`src/rtl/gir_wb_ctrl_pkg.sv`:
```
// Shared types and constants for the general integer register write-back controller.
// XLEN normally comes from the global build; 64 is the fallback width.
`ifndef XLEN
`define XLEN 64
`endif

package gir_wb_ctrl_pkg;

  localparam int unsigned NREG      = 32;
  localparam int unsigned REG_IDX_W = $clog2(NREG);

  typedef logic [REG_IDX_W-1:0] reg_idx_t;
  typedef logic [`XLEN-1:0]     xlen_t;

  typedef enum logic {
    StIdle   = 1'b0,
    StLdWait = 1'b1
  } ld_state_e;

  localparam logic WB_SRC_ALU = 1'b0;
  localparam logic WB_SRC_LSU = 1'b1;

  // x0 is hard-wired: it is never written and never tracked as busy.
  function automatic logic idx_live(input reg_idx_t idx);
    return idx != '0;
  endfunction

endpackage

```
`src/rtl/gir_wb_ctrl_if.sv`:
```
// ALU / load / register-file-write / hazard-lookup bundle of the write-back controller.
// Forwarding signals exist only when GIR_WB_BYPASS_EN is defined.
interface gir_wb_ctrl_if
  import gir_wb_ctrl_pkg::*;
();

  logic     alu_valid;
  reg_idx_t alu_rd;
  xlen_t    alu_data;
  logic     alu_ready;
  logic     ld_issue;
  reg_idx_t ld_rd;
  logic     ld_issue_ready;
  logic     ld_resp_valid;
  xlen_t    ld_resp_data;
  logic     ld_resp_ready;
  logic     wen;
  reg_idx_t wt_index;
  xlen_t    wdata;
  reg_idx_t rs1_index;
  reg_idx_t rs2_index;
  logic     rs1_busy;
  logic     rs2_busy;
`ifdef GIR_WB_BYPASS_EN
  logic     rs1_fwd;
  logic     rs2_fwd;
  xlen_t    fwd_data;
`endif

  modport master (
    output alu_valid, alu_rd, alu_data, ld_issue, ld_rd, ld_resp_valid, ld_resp_data,
           rs1_index, rs2_index,
`ifdef GIR_WB_BYPASS_EN
    input  rs1_fwd, rs2_fwd, fwd_data,
`endif
    input  alu_ready, ld_issue_ready, ld_resp_ready, wen, wt_index, wdata, rs1_busy, rs2_busy
  );

  modport slave (
    input  alu_valid, alu_rd, alu_data, ld_issue, ld_rd, ld_resp_valid, ld_resp_data,
           rs1_index, rs2_index,
`ifdef GIR_WB_BYPASS_EN
    output rs1_fwd, rs2_fwd, fwd_data,
`endif
    output alu_ready, ld_issue_ready, ld_resp_ready, wen, wt_index, wdata, rs1_busy, rs2_busy
  );

endinterface

```
`src/rtl/gir_scoreboard.sv`:
```
// Busy vector for the integer register file: one set port, one clear port, two lookups.
// A set and a clear of the same index on one edge leave the bit set.
module gir_scoreboard
  import gir_wb_ctrl_pkg::*;
(
  input  logic     clk_i,
  input  logic     rst_i,
  input  logic     set_en_i,
  input  reg_idx_t set_idx_i,
  input  logic     clr_en_i,
  input  reg_idx_t clr_idx_i,
  input  reg_idx_t rs1_idx_i,
  input  reg_idx_t rs2_idx_i,
  output logic     rs1_busy_o,
  output logic     rs2_busy_o
);

  logic [NREG-1:0] busy_q, busy_d;

  always_comb begin
    busy_d = busy_q;
    if (clr_en_i) busy_d[clr_idx_i] = 1'b0;
    if (set_en_i && idx_live(set_idx_i)) busy_d[set_idx_i] = 1'b1;
    busy_d[0] = 1'b0;
  end

  always_ff @(posedge clk_i) begin
    if (rst_i) busy_q <= '0;
    else       busy_q <= busy_d;
  end

  assign rs1_busy_o = busy_q[rs1_idx_i];
  assign rs2_busy_o = busy_q[rs2_idx_i];

endmodule

```
`src/rtl/gir_wb_ctrl.sv`:
```
// Write-back controller: arbitrates ALU results against one outstanding load, registers the
// winner onto the register file write port and reports RAW hazards. Option: GIR_WB_BYPASS_EN.
module gir_wb_ctrl
  import gir_wb_ctrl_pkg::*;
(
  input logic          clk,
  input logic          rst,
  gir_wb_ctrl_if.slave bus
);

  ld_state_e state_q, state_d;
  reg_idx_t  ld_rd_q, ld_rd_d;
  logic      ld_acc, alu_acc, wb_src;
  reg_idx_t  acc_rd;
  xlen_t     acc_data;
  logic      wen_q, wen_d;
  reg_idx_t  wt_index_q, wt_index_d;
  xlen_t     wdata_q, wdata_d;
  logic      sb_rs1_busy, sb_rs2_busy;
  logic      rs1_hit, rs2_hit;

  assign bus.ld_issue_ready = (state_q == StIdle);
  assign bus.ld_resp_ready  = (state_q == StLdWait);
  assign ld_acc             = bus.ld_resp_ready & bus.ld_resp_valid;
  // The load response wins a tie; the ALU result simply waits a cycle.
  assign bus.alu_ready      = ~ld_acc;
  assign alu_acc            = bus.alu_valid & bus.alu_ready;

  always_comb begin
    state_d = state_q;
    ld_rd_d = ld_rd_q;
    unique case (state_q)
      StIdle: begin
        if (bus.ld_issue) begin
          state_d = StLdWait;
          ld_rd_d = bus.ld_rd;
        end
      end
      StLdWait: begin
        if (ld_acc) state_d = StIdle;
      end
      default: state_d = StIdle;
    endcase
  end

  always_comb begin
    wb_src     = ld_acc ? WB_SRC_LSU : WB_SRC_ALU;
    acc_rd     = (wb_src == WB_SRC_LSU) ? ld_rd_q          : bus.alu_rd;
    acc_data   = (wb_src == WB_SRC_LSU) ? bus.ld_resp_data : bus.alu_data;
    // An x0 result completes its handshake but never reaches the register file.
    wen_d      = (ld_acc | alu_acc) & idx_live(acc_rd);
    wt_index_d = wen_d ? acc_rd   : wt_index_q;
    wdata_d    = wen_d ? acc_data : wdata_q;
  end

  always_ff @(posedge clk) begin
    if (rst) begin
      state_q    <= StIdle;
      ld_rd_q    <= '0;
      wen_q      <= 1'b0;
      wt_index_q <= '0;
      wdata_q    <= '0;
    end else begin
      state_q    <= state_d;
      ld_rd_q    <= ld_rd_d;
      wen_q      <= wen_d;
      wt_index_q <= wt_index_d;
      wdata_q    <= wdata_d;
    end
  end

  gir_scoreboard u_scoreboard (
    .clk_i      (clk),
    .rst_i      (rst),
    .set_en_i   (bus.ld_issue & bus.ld_issue_ready),
    .set_idx_i  (bus.ld_rd),
    .clr_en_i   (wen_q),
    .clr_idx_i  (wt_index_q),
    .rs1_idx_i  (bus.rs1_index),
    .rs2_idx_i  (bus.rs2_index),
    .rs1_busy_o (sb_rs1_busy),
    .rs2_busy_o (sb_rs2_busy)
  );

  assign bus.wen      = wen_q;
  assign bus.wt_index = wt_index_q;
  assign bus.wdata    = wdata_q;

  assign rs1_hit = wen_q & (wt_index_q == bus.rs1_index) & idx_live(bus.rs1_index);
  assign rs2_hit = wen_q & (wt_index_q == bus.rs2_index) & idx_live(bus.rs2_index);

`ifdef GIR_WB_BYPASS_EN
  assign bus.rs1_fwd  = rs1_hit;
  assign bus.rs2_fwd  = rs2_hit;
  assign bus.fwd_data = wdata_q;
  assign bus.rs1_busy = idx_live(bus.rs1_index) & sb_rs1_busy & ~rs1_hit;
  assign bus.rs2_busy = idx_live(bus.rs2_index) & sb_rs2_busy & ~rs2_hit;
`else
  // Without forwarding the consumer stalls through the write cycle itself.
  assign bus.rs1_busy = idx_live(bus.rs1_index) & (sb_rs1_busy | rs1_hit);
  assign bus.rs2_busy = idx_live(bus.rs2_index) & (sb_rs2_busy | rs2_hit);
`endif

endmodule

```
`src/flat_wrapper.sv`:
```
// flat-port wrapper written by rule: the top's interface ports become plain ports
module gir_wb_ctrl_flat import gir_wb_ctrl_pkg::*;
  (clk, rst, bus_alu_valid, bus_alu_rd, bus_alu_data, bus_ld_issue, bus_ld_rd, bus_ld_resp_valid, bus_ld_resp_data, bus_rs1_index, bus_rs2_index, bus_alu_ready, bus_ld_issue_ready, bus_ld_resp_ready, bus_wen, bus_wt_index, bus_wdata, bus_rs1_busy, bus_rs2_busy);
  gir_wb_ctrl_if bus_i ();
  input logic clk;
  input logic rst;
  input wire logic [$bits(bus_i.alu_valid)-1:0] bus_alu_valid;
  input wire logic [$bits(bus_i.alu_rd)-1:0] bus_alu_rd;
  input wire logic [$bits(bus_i.alu_data)-1:0] bus_alu_data;
  input wire logic [$bits(bus_i.ld_issue)-1:0] bus_ld_issue;
  input wire logic [$bits(bus_i.ld_rd)-1:0] bus_ld_rd;
  input wire logic [$bits(bus_i.ld_resp_valid)-1:0] bus_ld_resp_valid;
  input wire logic [$bits(bus_i.ld_resp_data)-1:0] bus_ld_resp_data;
  input wire logic [$bits(bus_i.rs1_index)-1:0] bus_rs1_index;
  input wire logic [$bits(bus_i.rs2_index)-1:0] bus_rs2_index;
  output wire logic [$bits(bus_i.alu_ready)-1:0] bus_alu_ready;
  output wire logic [$bits(bus_i.ld_issue_ready)-1:0] bus_ld_issue_ready;
  output wire logic [$bits(bus_i.ld_resp_ready)-1:0] bus_ld_resp_ready;
  output wire logic [$bits(bus_i.wen)-1:0] bus_wen;
  output wire logic [$bits(bus_i.wt_index)-1:0] bus_wt_index;
  output wire logic [$bits(bus_i.wdata)-1:0] bus_wdata;
  output wire logic [$bits(bus_i.rs1_busy)-1:0] bus_rs1_busy;
  output wire logic [$bits(bus_i.rs2_busy)-1:0] bus_rs2_busy;
  assign bus_i.alu_valid = bus_alu_valid;
  assign bus_i.alu_rd = bus_alu_rd;
  assign bus_i.alu_data = bus_alu_data;
  assign bus_i.ld_issue = bus_ld_issue;
  assign bus_i.ld_rd = bus_ld_rd;
  assign bus_i.ld_resp_valid = bus_ld_resp_valid;
  assign bus_i.ld_resp_data = bus_ld_resp_data;
  assign bus_i.rs1_index = bus_rs1_index;
  assign bus_i.rs2_index = bus_rs2_index;
  assign bus_alu_ready = bus_i.alu_ready;
  assign bus_ld_issue_ready = bus_i.ld_issue_ready;
  assign bus_ld_resp_ready = bus_i.ld_resp_ready;
  assign bus_wen = bus_i.wen;
  assign bus_wt_index = bus_i.wt_index;
  assign bus_wdata = bus_i.wdata;
  assign bus_rs1_busy = bus_i.rs1_busy;
  assign bus_rs2_busy = bus_i.rs2_busy;
  gir_wb_ctrl u_core (.clk(clk), .rst(rst), .bus(bus_i));
endmodule
```
`config.mk`:
```
export PLATFORM = sky130hd
export DESIGN_NAME = gir_wb_ctrl_flat
export DESIGN_NICKNAME = d
export VERILOG_FILES = /design/src/rtl/gir_wb_ctrl_pkg.sv /design/src/rtl/gir_wb_ctrl_if.sv /design/src/rtl/gir_scoreboard.sv /design/src/rtl/gir_wb_ctrl.sv /design/src/flat_wrapper.sv
export SDC_FILE = /design/constraint.sdc
export NUM_CORES = 1
export LEC_CHECK = 0
export CAP_MARGIN = 40
export CORE_ASPECT_RATIO = 0.7
export CORE_MARGIN = 1.5
export CORE_UTILIZATION = 47
export DETAILED_ROUTE_END_ITERATION = 16
export PLACE_DENSITY = 0.84
export SYNTH_ARGS = -nofsm -noshare
export SYNTH_HDL_FRONTEND = slang
export SYNTH_SLANG_ARGS = --single-unit
export TNS_END_PERCENT = 5
```
`constraint.sdc`:
```
create_clock -name clk -period 5.4 [get_ports clk]
set_input_delay 1.08 -clock clk [delete_from_list [all_inputs] [get_ports clk]]
set_output_delay 1.08 -clock clk [all_outputs]
set_load 0.02 [all_outputs]
```
Yosys cells after proc, flatten, opt, wreduce, memory -nomap -nowiden
Cells that the tools add are included.

storage, ports and cells
  input bits = 153
  flip-flop bits (word level) = 108
  logic and storage cells = 57
  output and inout bits = 75

cells by class
  muxes and demuxes = 16
  bitwise gates (word level) = 18
  magnitude comparators = 6
  reductions and logical operators = 8
  eq/ne operators = 2

operators by type and width
  kind                                                                    number
  32-bit two-way mux                                                      2
  64-bit two-way mux                                                      1
  32-bit AND                                                              1
  32-bit NOT                                                              1
  32-bit bitwise OR                                                       1
  5-bit by 6-bit < comparator with 1-bit output (second input constant)   4
  5-bit nonzero test                                                      4
  1-bit AND                                                               10
  1-bit binary-select mux with 5-bit select                               2
  1-bit demux with 5-bit select                                           2
  5-bit == test                                                           2
  5-bit by 1-bit >= comparator with 1-bit output (second input constant)  2
  1-bit two-way mux                                                       7
  5-bit two-way mux                                                       1
  1-bit logical AND                                                       3
  1-bit bitwise OR                                                        3
  1-bit NOT                                                               2
  1-bit one-hot mux with 2 select lines                                   1
  2-bit AND reduction                                                     1

Depth between registers and ports, before layout
Gate-level depths: netlist of run 1.

  depth after elaboration = 9
  gate-level depth with buffers = 8
  depth with buffers taken out = 5

Modules after synthesis
A second synthesis of run 1 with hierarchy kept.

unflattened totals
  cells, all modules = 678
  area total of the unflattened synthesis = 5825.6 µm²

modules (own cells, without submodules)
  module          instances  area each (µm²)  cells an instance  seq. area each (µm²)
  gir_wb_ctrl     1          4003.8           448                1521.5
  gir_scoreboard  1          1821.7           230                620.6

Worst setup path before layout of run 1
OpenSTA, ideal clock, no wires.

  kind = input to output
  start = in bus_rs1_index[2]
  end = out bus_rs1_busy
  stages = 5
  arrival time = 2.350 ns
  buffers on the path = 1
  setup slack = 1.970 ns
  required time = 4.320 ns
  path through = clkbuf_1 > mux4_2 > a22oi_1 > a311o_1 > a21oi_1

on the way
  longest elaborated chain between the ends = 5
  elaborated cells between the ends (all ways) = 8
  classes of those cells = eq/ne (1); mux (2); bitwise (4); reduce/logical (1)

RTL lines
  what                                                                               RTL line            source
  start: declaration                                                                 flat_wrapper.sv:14  input wire logic [$bits(bus_i.rs1_index)-1:0] bus_rs1_index;
  branches (longest 4 deep; another with 1-bit binary-select mux with 5-bit select)  --
  1-bit AND *                                                                        gir_wb_ctrl.sv:100  assign bus.rs1_busy = idx_live(bus.rs1_index) & (sb_rs1_busy | rs1_hit);
  end: declaration                                                                   flat_wrapper.sv:22  output wire logic [$bits(bus_i.rs1_busy)-1:0] bus_rs1_busy;

Mark *: on every way between the ends. The select of a mux whose other input is x is not followed.

Final worst setup path of run 1
  start = in bus_rs2_index[0]
  end = out bus_rs2_busy

on the way
  longest elaborated chain between the ends = 5
  elaborated cells between the ends (all ways) = 8
  classes of those cells = eq/ne (1); mux (2); bitwise (4); reduce/logical (1)

RTL lines
  what                                                                               RTL line            source
  start: declaration                                                                 flat_wrapper.sv:15  input wire logic [$bits(bus_i.rs2_index)-1:0] bus_rs2_index;
  branches (longest 4 deep; another with 1-bit binary-select mux with 5-bit select)  --
  1-bit AND *                                                                        gir_wb_ctrl.sv:101  assign bus.rs2_busy = idx_live(bus.rs2_index) & (sb_rs2_busy | rs2_hit);
  end: declaration                                                                   flat_wrapper.sv:23  output wire logic [$bits(bus_i.rs2_busy)-1:0] bus_rs2_busy;

Marked as above.

==> results.json, run 1 <==
{
  "run_status": "complete, no violations",
  "worstPathMaxFanout": 14,
  "die_y_um": 94.69,
  "crit_path_top_delay_cell": "sky130_fd_sc_hd__clkdlybuf4s50_1",
  "slew_viol_final": 0,
  "antenna_found_initial": 0,
  "placed_cell_area_um2": 7910,
  "worst-path-stages": 7,
  "ys_warn_count": 0,
  "path_delay_family": "buffers and inverters",
  "post_synthesis_sequential_element_count": 107,
  "final.setup_skew_ns": 0.007215,
  "nNetsFinal": 1007,
  "area.growth.synth_to_final_pct": 45.11,
  "clkPwrFrac": 0.303,
  "netlist_area_um2": 5644,
  "static-leakage-power_uw": 0.002900,
  "synthArstFlopShare": 0,
  "drt_pass1_iterations": 5,
  "buffer_ports.inserted": 227,
  "number_of_post_cts_setup_repair_buffers": 0,
  "slew_headroom": 0.4175,
  "place.detailed.hpwl_um": 14450,
  "first_global_vias": 5697,
  "routabilityCongestion": 0.9192,
  "finalCritPeriodShare": 0.8667,
  "crit_path_end_kind": "primary output",
  "ys_seq_area_frac": 0.3795,
  "placementRows": 33,
  "design.die.area_um2": 12690,
  "ctsResizeCount": 0,
  "drt_wl_total_um": 19530,
  "dieWidth_um": 134.0,
  "crit_path_start_kind": "input pin",
  "drt_first_iter_violations": 440,
  "numCtsBuffers": 9,
  "commonest_non_fill_non_tap_cell_in_the_layout": "sky130_fd_sc_hd__clkdlybuf4s50_1",
  "combPwrFrac": 0.268,
  "synth_enable_flop_cells": 0,
  "finalCriticalPeriod_ns": 4.680,
  "timing.critical_path.mode_cell": "sky130_fd_sc_hd__clkdlybuf4s50_1",
  "crit_required_ns": 4.32,
  "rsz0062_at_grt": "no",
  "utilization": 0.6985,
  "r2r.worst_path.cells": 6,
  "power_switching_uw": 621.7,
  "slowest_delay_ns": 0.90,
  "grt_usage": 0.3101,
  "num_io_pins": 228,
  "floorplan.initialDensity": 0.4813,
  "worstSkewPairLatency_ns": 0.35,
  "synth_area_per_cell_um2": 8.449,
  "fmax_ghz": 0.2137,
  "htree_num_levels": 3,
  "largest_net_degree_at_the_start_of_global_routing": 75,
  "coreArea_um2": 11730,
  "grt_first_pass_wirelength_um": 30500,
  "post_synth_inst_count": 668,
  "clock_path_buffers": 2,
  "seq_power_share": 0.429,
  "power.ir.vdd_worst_uv": 152.3,
  "intPower_uw": 1449,
  "residual_drc": 0,
  "cp_cell_sequence": "clkdlybuf4s50_1, mux2_2, o21ai_0, a221oi_1, a311oi_1, a21oi_1, clkdlybuf4s50_1",
  "synthFlopType": "sky130_fd_sc_hd__dfxtp_1",
  "final_design_area_no_fill_um2": 8190,
  "detailroute.via_count": 5879,
  "critical_path_class": "in -> out",
  "path_buf_inv": 2,
  "drive_above_1_share": 0.1246,
  "synth_largest_type_area_fraction": 0.3795,
  "max_slew.worst_pin.slew_ns": 0.8738,
  "antenna_left": 0,
  "type_of_the_most_critical_hold_path": "reg -> reg",
  "switching_share_of_total_power": 0.3003,
  "cts_tree": "yes",
  "setup_tns_ns": 0,
  "cts_root_buffer": "sky130_fd_sc_hd__clkbuf_16",
  "vias_cell": 5.786,
  "num_antenna_cells": 0,
  "synth.area.top_cells": "sky130_fd_sc_hd__dfxtp_1 (38%), sky130_fd_sc_hd__a311oi_2 (16%), sky130_fd_sc_hd__nand2_1 (12%), sky130_fd_sc_hd__nor2_1 (4.8%), sky130_fd_sc_hd__a21oi_1 (3.6%)",
  "worst_ep_arrival_time_ns": 3.60,
  "yosysUniqueCellTypes": 41,
  "clk_pin_slew_worst_paths_ns": 0.07,
  "drt-wirelength-per-cell_um": 19.22,
  "timing.max_cap.violations": 0,
  "final_cell_mix": "sky130_fd_sc_hd__clkdlybuf4s50_1 (226), sky130_fd_sc_hd__nand2_1 (181), sky130_fd_sc_hd__dfxtp_1 (107)",
  "power_per_cell_area_nw_per_um2": 252.8,
  "whs_path_depth": 2,
  "cts_hold_buffers": 0,
  "final_number_of_setup_violating_endpoints": 0,
  "globalRoute.totalOverflow": 0,
  "synth_nets": 821,
  "report.final.hold_viol_count": 0,
  "netlist.top_cell.by_area": "sky130_fd_sc_hd__dfxtp_1",
  "clock_sink_count": 107
}
## final timing paths
path	startpoint	endpoint	slack, ns
max	bus_rs2_index[0]	bus_rs2_busy	0.72
min	u_core.ld_rd_q[4]	u_core.ld_rd_q[4]	0.48
max reg2reg	u_core.bus.ld_resp_ready	u_core.bus.wdata[1]	2.72
min reg2reg	u_core.ld_rd_q[4]	u_core.ld_rd_q[4]	0.48
## kinds of logic (layout without fill, tap and decap cells)
logic type,after synthesis,after routing,synth area share
compound gates,161,161,0.2645
flops,107,107,0.3795
simple gates,303,303,0.2270
mux,22,22,0.05897
xor+xnor,10,10,0.01552
buf+inv,65,256,0.05453
## power groups by stage
stage / Clock [uW] / Combinational, uW / Sequential [uW]
2_1_floorplan: 0 / 238 / 952
3_3_place_gp: 0 / 534 / 901
3_5_place_dp: 0 / 550 / 904
4_1_cts: 634 / 553 / 886
5_1_grt: 671 / 591 / 894
6_report: 628 / 555 / 888
## per-stage QoR
step / worst slack (ns) / hold slack [ns] / power (uW) / std cells
2_1_floorplan: 1.970 / 0.4440 / 1189 / 668
3_3_place_gp: 0.7605 / 0.4602 / 1435 / 998
3_5_place_dp: 0.7397 / 0.4647 / 1454 / 1000
4_1_cts: 0.7301 / 0.4747 / 2073 / 1016
5_1_grt: 0.5338 / 0.4894 / 2156 / 1016
6_report: 0.7200 / 0.4776 / 2070 / 1016
## registers in the layout (all words and copies together) (netlist names)
| signal | flops |
|---|---|
| u_core.bus.wen | 1 |
| u_core.bus.ld_resp_ready | 1 |
| u_core.bus.wdata | 64 |
| u_core.u_scoreboard.busy_q | 31 |
| u_core.bus.wt_index | 5 |
| u_core.ld_rd_q | 5 |
## routing by layer
| metal | up-vias | GRT usage | share of wire |
|---|---|---|---|
| met5 | - | 0 | 0 |
| met4 | 0 | 0.1422 | 0.040 |
| met3 | 55 | 0.1009 | 0.096 |
| met2 | 316 | 0.4991 | 0.45 |
| met1 | 2783 | 0.3808 | 0.41 |
| li1 | 2725 | - | - |
## cell usage after synthesis, types with 2 or more instances
library cell / count
sky130_fd_sc_hd__and3b_1: 2
sky130_fd_sc_hd__a22oi_1: 2
sky130_fd_sc_hd__nor2_1: 72
sky130_fd_sc_hd__inv_1: 5
sky130_fd_sc_hd__or4_1: 2
sky130_fd_sc_hd__buf_6: 7
sky130_fd_sc_hd__nand3_1: 8
sky130_fd_sc_hd__a221oi_1: 4
sky130_fd_sc_hd__and2_0: 2
sky130_fd_sc_hd__nor2b_1: 7
sky130_fd_sc_hd__a311o_1: 2
sky130_fd_sc_hd__mux4_2: 8
sky130_fd_sc_hd__buf_2: 9
sky130_fd_sc_hd__and3_1: 2
sky130_fd_sc_hd__nand2_1: 181
sky130_fd_sc_hd__nand2b_1: 5
sky130_fd_sc_hd__a31oi_1: 4
sky130_fd_sc_hd__a221o_1: 2
sky130_fd_sc_hd__o211ai_1: 2
sky130_fd_sc_hd__clkbuf_1: 43
sky130_fd_sc_hd__a311oi_2: 60
sky130_fd_sc_hd__mux2_2: 10
sky130_fd_sc_hd__mux2i_1: 4
sky130_fd_sc_hd__or3b_2: 2
sky130_fd_sc_hd__a21oi_1: 41
sky130_fd_sc_hd__nor4_1: 3
sky130_fd_sc_hd__dfxtp_1: 107
sky130_fd_sc_hd__nand3b_1: 7
sky130_fd_sc_hd__xor2_1: 8
sky130_fd_sc_hd__a311oi_1: 7
sky130_fd_sc_hd__nor3b_1: 3
sky130_fd_sc_hd__nor4b_1: 2
sky130_fd_sc_hd__xnor2_1: 2
sky130_fd_sc_hd__and2_1: 3
sky130_fd_sc_hd__o21ai_0: 33
sky130_fd_sc_hd__o21ai_2: 2
## tightest hold or removal path, cell delays in order, from the launching register on
cell	delay [ns]
sky130_fd_sc_hd__dfxtp_1	0.32
sky130_fd_sc_hd__nand2_1	0.06
sky130_fd_sc_hd__a21oi_1	0.06
## final cells by class
cell class / count / area, um2
Clock buffer: 11 / 242.7
Clock inverter: 5 / 37.54
Fill cell: 907 / 3536
Inverter: 6 / 22.52
Multi-Input combinational cell: 496 / 3203
Sequential cell: 107 / 2142
Tap cell: 157 / 196.4
Timing Repair Buffer: 234 / 2346
No activity file was read; power rests on OpenSTA's default activity.
==> run 2, diff against run 1 <==
CORE_UTILIZATION = 57   (was 47)
DONT_BUFFER_PORTS = 1   (was default)
PLACE_DENSITY = 0.7   (was 0.84)
==> run 2 against run 1 <==
  * Clock power fell by 0.8%
  * Clock skew rose by 0.0018 ns
  * Final cell count fell by 25%
  * Combinational power fell by 58%
  * Highest routed layer unchanged
  * Sequential share of layout area rose by 10 points
  * Routed wire length fell by 22%
  * Critical path depth fell by 2
==> results.json, run 2 (synthesized netlist as in run 1, its figures left out) <==
{
  "run_status": "complete, no violations",
  "reg2reg_slack_ns": 3.18,
  "drt_wl_total_um": 15240,
  "critical_path.reg2reg.startpoint": "u_core.bus.ld_resp_ready",
  "source_of_the_critical_timing_path": "bus_rs1_index[0]",
  "detailroute.via_count": 4870,
  "num_io_pins": 228,
  "die_y_um": 86.26,
  "utilization": 0.6065,
  "number_of_post_cts_setup_repair_buffers": 0,
  "whs_path_depth": 2,
  "power.ir.vdd_worst_uv": 172.5,
  "drt-wirelength-per-cell_um": 20.14,
  "finalCriticalPeriod_ns": 3.372,
  "timing.hold.worst_endpoint": "u_core.ld_rd_q[3]",
  "antenna_left": 0,
  "commonest_non_fill_non_tap_cell_in_the_layout": "sky130_fd_sc_hd__nand2_1",
  "buffer_ports.inserted": 0,
  "routabilityCongestion": 0.9200,
  "slew_headroom": 0.4967,
  "critical_path_class": "in -> out",
  "crit_required_ns": 4.32,
  "antenna_found_initial": 0,
  "crit_path_end_kind": "primary output",
  "dieWidth_um": 121.9,
  "worstSkewPairLatency_ns": 0.34,
  "vias_cell": 6.433,
  "drt_first_iter_violations": 410,
  "r2r.worst_path.cells": 6,
  "largest_register_ffs": 64,
  "grt_first_pass_wirelength_um": 23720,
  "coreArea_um2": 9647,
  "clock_path_buffers": 2,
  "slew_viol_final": 0,
  "timing.rr.end": "u_core.bus.wdata[39]",
  "static-leakage-power_uw": 0.002017,
  "final.setup_skew_ns": 0.008983,
  "area.growth.synth_to_final_pct": 3.658,
  "clock_sink_count": 107,
  "placementRows": 30,
  "nNetsFinal": 777,
  "type_of_the_most_critical_hold_path": "reg -> reg",
  "floorplan.initialDensity": 0.5851,
  "num_antenna_cells": 0,
  "timing.max_cap.violations": 0,
  "first_global_vias": 4688,
  "power_per_cell_area_nw_per_um2": 309.4,
  "worst_ep_arrival_time_ns": 2.29,
  "max_slew.worst_pin.slew_ns": 0.7539,
  "final_critical_path_setup_slack_ns": 2.028,
  "largest_net_degree_at_the_start_of_global_routing": 131,
  "globalRoute.totalOverflow": 0,
  "htree_num_levels": 3,
  "crit_path_start_kind": "input pin",
  "ctsResizeCount": 0,
  "setup_tns_ns": 0,
  "final_cell_mix": "sky130_fd_sc_hd__nand2_1 (181), sky130_fd_sc_hd__dfxtp_1 (107), sky130_fd_sc_hd__nor2_1 (72)",
  "grt_usage": 0.2902,
  "cts_root_buffer": "sky130_fd_sc_hd__clkbuf_16",
  "min-delay-start": "u_core.ld_rd_q[3]",
  "cts_tree": "yes",
  "worstPathMaxFanout": 14,
  "residual_drc": 0,
  "drt_pass1_iterations": 5,
  "design.die.area_um2": 10520,
  "numCtsBuffers": 9,
  "rsz0062_at_grt": "no",
  "cts_hold_buffers": 0,
  "place.detailed.hpwl_um": 10960,
  "report.final.hold_viol_count": 0,
  "fmax_ghz": 0.2966,
  "final_number_of_setup_violating_endpoints": 0,
  "drive_above_1_share": 0.1622,
  "clk_pin_slew_worst_paths_ns": 0.07,
  "post-place-ws_ns": 2.037,
  "finalCritPeriodShare": 0.6244
}
[run 2: changes by cell type in the layout (fill, tap and decap cells not counted)]
cell / change
sky130_fd_sc_hd__clkdlybuf4s50_1: -226
sky130_fd_sc_hd__buf_4: -3
sky130_fd_sc_hd__buf_12: +1
sky130_fd_sc_hd__buf_16: -1
sky130_fd_sc_hd__clkbuf_1: +1
sky130_fd_sc_hd__clkdlybuf4s15_2: -1
sky130_fd_sc_hd__clkinv_2: -1
sky130_fd_sc_hd__clkinvlp_4: -1
sky130_fd_sc_hd__inv_6: +1
[run 2: worst max path at each step]
stage,endpoint,slack (ns)
after floorplan,bus_rs1_busy,1.97
after global placement,bus_rs1_busy,2.06
after detailed placement,bus_rs1_busy,2.04
after CTS,bus_rs1_busy,2.04
after global routing,bus_rs1_busy,1.99
final,bus_rs1_busy,2.03
[run 2: metrics by stage]
step	total power, uW	cells	cell area, um2	hold WS (ns)
after floorplan	1189	668	5644	0.4440
after global placement	1196	741	5570	0.4547
after detailed placement	1207	741	5570	0.4570
after CTS	1824	757	5851	0.4674
after global routing	1890	757	5851	0.4943
final	1810	757	5851	0.4728
[run 2: layout make-up]
| type | instances | area [um2] |
|---|---|---|
| clock buffers | 12 | 246.5 |
| repair buffers | 4 | 42.54 |
| flip-flops and latches | 107 | 2142 |
| multi-input cells | 496 | 3203 |
| fillers | 857 | 3796 |
| well taps | 128 | 160.2 |
| clock inverters | 4 | 33.78 |
| inverters | 6 | 22.52 |
[run 2: per-layer routing]
| metal | share of wire | global-route usage | vias up |
|---|---|---|---|
| met5 | 0 | 0 | - |
| met4 | 0.018 | 0.08984 | 0 |
| met3 | 0.11 | 0.09145 | 26 |
| met2 | 0.46 | 0.4699 | 277 |
| met1 | 0.41 | 0.3721 | 2294 |
| li1 | - | - | 2273 |
[run 2: power by group]
group	internal, uW	switching [uW]	leakage [uW]
Sequential	845	111	0.000881
Combinational	97.0	134	0.00100
Clock	330	292	0.000134
Total	1270	538	0.00202
[run 2: critical path: stages]
cell and delay [ns]:
sky130_fd_sc_hd__mux4_2 0.31, sky130_fd_sc_hd__nand2b_1 0.11, sky130_fd_sc_hd__a21oi_1 0.06, sky130_fd_sc_hd__a311o_1 0.32
sky130_fd_sc_hd__a21oi_1 0.41
